<file path="src/rtl/stage_execute_multdiv.sv">
// stage_execute_multdiv: execute stage with an iterative 32-cycle multiply/divide unit feeding the X/M latch
module stage_execute_multdiv (
  input  logic        clock,
  input  logic        resetn,
  input  logic [31:0] insn_in,
  input  logic [31:0] a_in,
  input  logic [31:0] b_in,
  input  logic [31:0] alu_in,
  output logic [31:0] o_out,
  output logic [31:0] b_out,
  output logic [31:0] insn_out,
  output logic        md_exception,
  output logic        stall
);
  localparam logic [1:0] IDLE = 2'd0;
  localparam logic [1:0] MUL  = 2'd1;
  localparam logic [1:0] DIV  = 2'd2;
  localparam logic [1:0] DONE = 2'd3;
  logic [1:0]  state;
  logic [4:0]  cnt;
  logic [63:0] acc;
  logic [31:0] mag;
  logic        neg, is_div, dz;
  logic        is_md, md_div;
  logic [31:0] a_mag, b_mag;
  logic [32:0] mul_sum, diff;
  logic [63:0] mul_next, sh, div_next;
  logic [31:0] mul_res, div_res;
  logic        mul_ovf, div_flag;
  assign is_md  = insn_in[31:27] == 5'b0 && insn_in[6:3] == 4'b0011;
  assign md_div = insn_in[2];
  assign a_mag  = a_in[31] ? -a_in : a_in;
  assign b_mag  = b_in[31] ? -b_in : b_in;
  // mul: acc holds {partial sum, remaining multiplier bits}, shifted right each step
  assign mul_sum  = {1'b0, acc[63:32]} + (acc[0] ? {1'b0, mag} : 33'd0);
  assign mul_next = {mul_sum, acc[31:1]};
  // div: acc holds {remainder, dividend/quotient}; restore by keeping the unsubtracted shift
  assign sh       = {acc[62:0], 1'b0};
  assign diff     = {1'b0, sh[63:32]} - {1'b0, mag};
  assign div_next = diff[32] ? sh : {diff[31:0], sh[31:1], 1'b1};
  assign mul_res  = neg ? -acc[31:0] : acc[31:0];
  assign mul_ovf  = |acc[63:32] || (acc[31] && (!neg || |acc[30:0]));
  assign div_res  = dz ? 32'd0 : mul_res;
  assign div_flag = dz || (!neg && acc[31]);
  assign stall    = resetn && (state == MUL || state == DIV || (state == IDLE && is_md));
  always_ff @(posedge clock) begin
    if (!resetn) begin
      state        <= IDLE;
      cnt          <= 5'd0;
      o_out        <= 32'd0;
      b_out        <= 32'd0;
      insn_out     <= 32'd0;
      md_exception <= 1'b0;
    end else begin
      case (state)
        IDLE: begin
          if (is_md) begin
            mag          <= md_div ? b_mag : a_mag;
            acc          <= {32'd0, md_div ? a_mag : b_mag};
            neg          <= a_in[31] ^ b_in[31];
            is_div       <= md_div;
            dz           <= md_div && b_in == 32'd0;
            cnt          <= 5'd0;
            state        <= !md_div ? MUL : (b_in == 32'd0 ? DONE : DIV);
            o_out        <= 32'd0;
            b_out        <= 32'd0;
            insn_out     <= 32'd0;
            md_exception <= 1'b0;
          end else begin
            o_out        <= alu_in;
            b_out        <= b_in;
            insn_out     <= insn_in;
            md_exception <= 1'b0;
          end
        end
        MUL, DIV: begin
          acc          <= state == MUL ? mul_next : div_next;
          cnt          <= cnt + 5'd1;
          state        <= cnt == 5'd31 ? DONE : state;
          o_out        <= 32'd0;
          b_out        <= 32'd0;
          insn_out     <= 32'd0;
          md_exception <= 1'b0;
        end
        default: begin
          o_out        <= is_div ? div_res : mul_res;
          b_out        <= b_in;
          insn_out     <= insn_in;
          md_exception <= is_div ? div_flag : mul_ovf;
          state        <= IDLE;
        end
      endcase
    end
  end
endmodule
</file>
<file path="config.mk">
export PLATFORM = sky130hd
export DESIGN_NAME = stage_execute_multdiv
export DESIGN_NICKNAME = d
export VERILOG_FILES = /design/src/rtl/stage_execute_multdiv.sv
export SDC_FILE = /design/constraint.sdc
export NUM_CORES = 1
export LEC_CHECK = 0
export CAP_MARGIN = 20
export CORE_ASPECT_RATIO = 2
export CORE_MARGIN = 8
export CORE_UTILIZATION = 41
export CTS_CLUSTER_DIAMETER = 150
export DETAILED_ROUTE_END_ITERATION = 16
export GPL_ROUTABILITY_DRIVEN = 0
export PLACE_DENSITY_LB_ADDON = 0.15
export SYNTH_ARGS = -nofsm -noshare
export SYNTH_HDL_FRONTEND = slang
export SYNTH_SLANG_ARGS = --single-unit
export TNS_END_PERCENT = 10
</file>
<file path="constraint.sdc">
create_clock -name clock -period 5.9 [get_ports clock]
set_input_delay 1.18 -clock clock [delete_from_list [all_inputs] [get_ports clock]]
set_output_delay 1.18 -clock clock [all_outputs]
set_load 0.01 [all_outputs]
</file>
==> impl_metrics.yaml <==
logic_synthesis:
  synth_top_area_cell: "edfxtp_1"
  syn_area_sq_mm: 0.01358
  ys_top_cells_by_area: "edfxtp_1 22%, dfxtp_1 15%, ha_1 6.7%"
  netlist_instances: 1513
  async_reset_ff_share_pct: 0
  ys_seq_area_share_pct: 37.21
  ys_types: 69
  synth_fp_nets: 1718
  yosysWarnings: 0
  synth_edf_count: 99
  synth_ff_type: "dfxtp_1"
  ys_seq_elements: 203
  synth_area_per_cell_sq_um: 8.978
  netlist_top_cells_count: "124 x nand2_1, 120 x nor2_1, 104 x dfxtp_1"
  yosysMostFrequentCell: "nand2_1"
  yosysTopAreaCellShare_pct: 21.88
clock_tree:
  clk_pin_slew_ns: 0.07
  numClockSinks: 203
  cts_buffer_depth: 3
  clk_latency_ns: 0.52
  cts_resized: 0
  hold_buffers: 0
  cts_tree: "built"
  numCtsBuffers: 21
  ctsHtreeMaxLevel: 1
  cts_root_buf: "clkbuf_16"
  post_cts_buffers: 0
route:
  drt_drc_violations_left: 0
  drtPass1Iterations: 5
  drt_iter0_markers: 661
  routed_wl_um: 48130
  ant_nets: 0
  vias: 12195
  viasPerCell: 5.664
  wl_per_cell_um: 22.35
  top_layer: "met4"
  met1_length_um: 15400
  met2_wirelength_um: 26790
  met3_length_um: 2430
power_and_ir_drop:
  p_sw_share_pct: 28.83
  clockPowerShare_pct: 35.2
  p_sw_uw: 1099
  sequentialPowerShare_pct: 42.6
  peakVddDrop_mv: 0.2504
  power.leakage_uw: 0.006700
  comb_power_share_pct: 22.3
  p_int_uw: 2714
  powerDensity_mw_per_mm2: 225.0
cells_and_area:
  drive_above_1_share_pct: 4.360
  area_growth_pct: 24.78
  final_cell_area_sq_mm: 0.01695
  n_fill_cell: 3060
  finalNetCount: 1911
die:
  start_util_pct: 41.40
  die_w_um: 144.7
  die_h_um: 273.4
  rows: 94
  pin_count: 228
  dieArea_sq_mm: 0.03957
  core_sq_mm: 0.03281
sta:
  fin_crit_sh_pct: 76.96
  hold_viol: 0
  period_needed_ns: 4.541
  skew_ns: 0.01329
  setup_tns_ns: 0
  slew_violations: 0
  rsz0062_at_grt: "no"
  worstMarginPinSlew_ns: 1.134
  max_freq_ghz: 0.2202
  max-slew-margin-rel_pct: 23.69
  finalSetupViolations: 0
worst_setup_path:
  worstRegToRegCells: 13
  crit_chain: "inv_1 -> nor2_1 -> ha_1 -> a211oi_1 -> o211ai_1 -> a32o_1 -> o21ai_0 -> o21a_1 -> a2111oi_0 -> a211oi_1 -> xnor2_1 -> a21oi_1 -> o21a_1"
  timing.critical_path.from: "acc[0]$_DFFE_PP_"
  cpPeakStageDelay_ns: 0.79
  crit_path_max_fanout: 17
  arrival_ns: 4.82
  r2r_start: "acc[0]$_DFFE_PP_"
  start_kind: "flop"
  worstPathRequired_ns: 6.18
  r2r_end: "acc[62]$_SDFFCE_PP0P_"
  crit_type: "reg -> reg"
  worstSetupEndpointType: "flop"
  reg2reg_slack_ns: 1.36
  crit_slowest_cell: "a2111oi_0"
grt:
  antenna_found_initial: 1
  grt_max_degree: 65
  overflow: 0
  grt_pass1_wl_um: 72800
  grt_usage_pct: 24.31
  grt_pass1_vias: 12576
worst_hold_path:
  whs_path_depth: 2
  hp-start: "cnt[4]$_SDFFE_PN0P_"
  min_to: "cnt[4]$_SDFFE_PN0P_"
  hold_path.class: "reg -> reg"
place:
  dp_hpwl_um: 38390
  place_area_sq_mm: 0.01628
  io_buffers: 227
outcome:
  status: "finished clean"
run:
  max_cap_viol_count: 0
-- critical path, delay by kind of cell (launching register included) --
kind / cells / cell delay, ns
AOI/OAI and AO/OA: 9 / 2.55
xor gates and xnor gates: 1 / 0.18
adders and majority gates: 1 / 0.36
buffers and inverters: 1 / 0.61
DFF: 1 / 0.38
and+or+nand+nor: 1 / 0.20
-- worst max-delay path by stage --
stage                             to  depth (start not counted)
2_1_floorplan       acc[0]$_DFFE_PP_                          5
3_3_place_gp       acc[30]$_DFFE_PP_                         11
3_5_place_dp       acc[30]$_DFFE_PP_                         11
4_1_cts        acc[62]$_SDFFCE_PP0P_                         13
5_1_grt        acc[62]$_SDFFCE_PP0P_                         13
6_report       acc[62]$_SDFFCE_PP0P_                         13
-- registers in the layout, indices dropped and copies added (netlist names) --
signal	count
acc	64
b_out	32
insn_out	32
mag	32
o_out	32
cnt	5
state	2
dz	1
is_div	1
md_exception	1
neg	1
-- placed cells by master (no fill, tap or decap), types with 6 or more instances in the layout --
cell,count
a31oi_1,12
xor2_1,86
a22oi_1,24
o211ai_1,9
dfxtp_1,104
or4_1,9
a211oi_1,34
ha_1,72
xnor2_1,61
a21o_1,30
o21bai_1,8
o21ai_1,6
clkdlybuf4s50_1,226
inv_1,60
nand3_1,18
mux2i_1,70
clkbuf_16,23
o31ai_1,21
clkbuf_1,7
o21a_1,12
edfxtp_1,99
or3_1,17
and2_1,76
nand4_1,13
o21ai_0,90
nand2b_1,14
nor2_1,119
nor3_1,12
a21boi_0,7
buf_4,17
o41ai_1,16
a211o_1,6
nand2_1,124
nor2b_1,35
a21oi_1,88
nor4_1,13
-- layer usage --
metal  global-route usage, %  vias to the layer above
met5                       0                        -
met2                   47.46                      393
li1                        -                     5866
met4                   16.66                        0
met1                   21.43                     5802
met3                   4.489                      134
-- layout make-up --
| type | instances | area [sq um] | share of cell area, % |
|---|---|---|---|
| timing repair buffer | 244 | 2395 | 14.13 |
| antenna | 1 | 2.502 | 0.01476 |
| clock buffer | 34 | 648.1 | 3.824 |
| tap | 432 | 540.5 | 3.189 |
| clock inverter | 3 | 17.52 | 0.1033 |
| inverter | 62 | 232.7 | 1.373 |
| sequential | 203 | 5055 | 29.82 |
| multi-input combinational | 1174 | 8059 | 47.55 |
-- cell families after synthesis --
kind of cell	Yosys count	share of synthesized area, %
simple gates	470	17.21
compound gates	408	19.82
flops	203	37.21
xor+xnor	147	9.478
buf+inv	136	3.776
fa+ha+maj	75	7.019
mux	74	5.490
-- power by group through the flow --
stage,registers [uW],logic (uW),clock network (uW)
after global placement,1650,843,0
after CTS,1620,855,1370
after floorplan,1670,417,0
after detailed placement,1650,850,0
after global routing,1630,917,1410
final,1620,849,1340
-- metrics by stage --
stage                     setup WS [ns]  util (%)  std cells  hold slack [ns]  total power, uW
final                             1.359     51.65       2153           0.5350             3813
after global routing              1.169     51.65       2153           0.5501             3958
after CTS                         1.455     51.65       2152           0.5274             3851
after detailed placement         0.9441     49.62       2115           0.5094             2504
after global placement            1.041     49.62       2115           0.4983             2496
after floorplan                  0.5654         -       1513           0.4751             2090
Power figures use the tool's default switching activity.
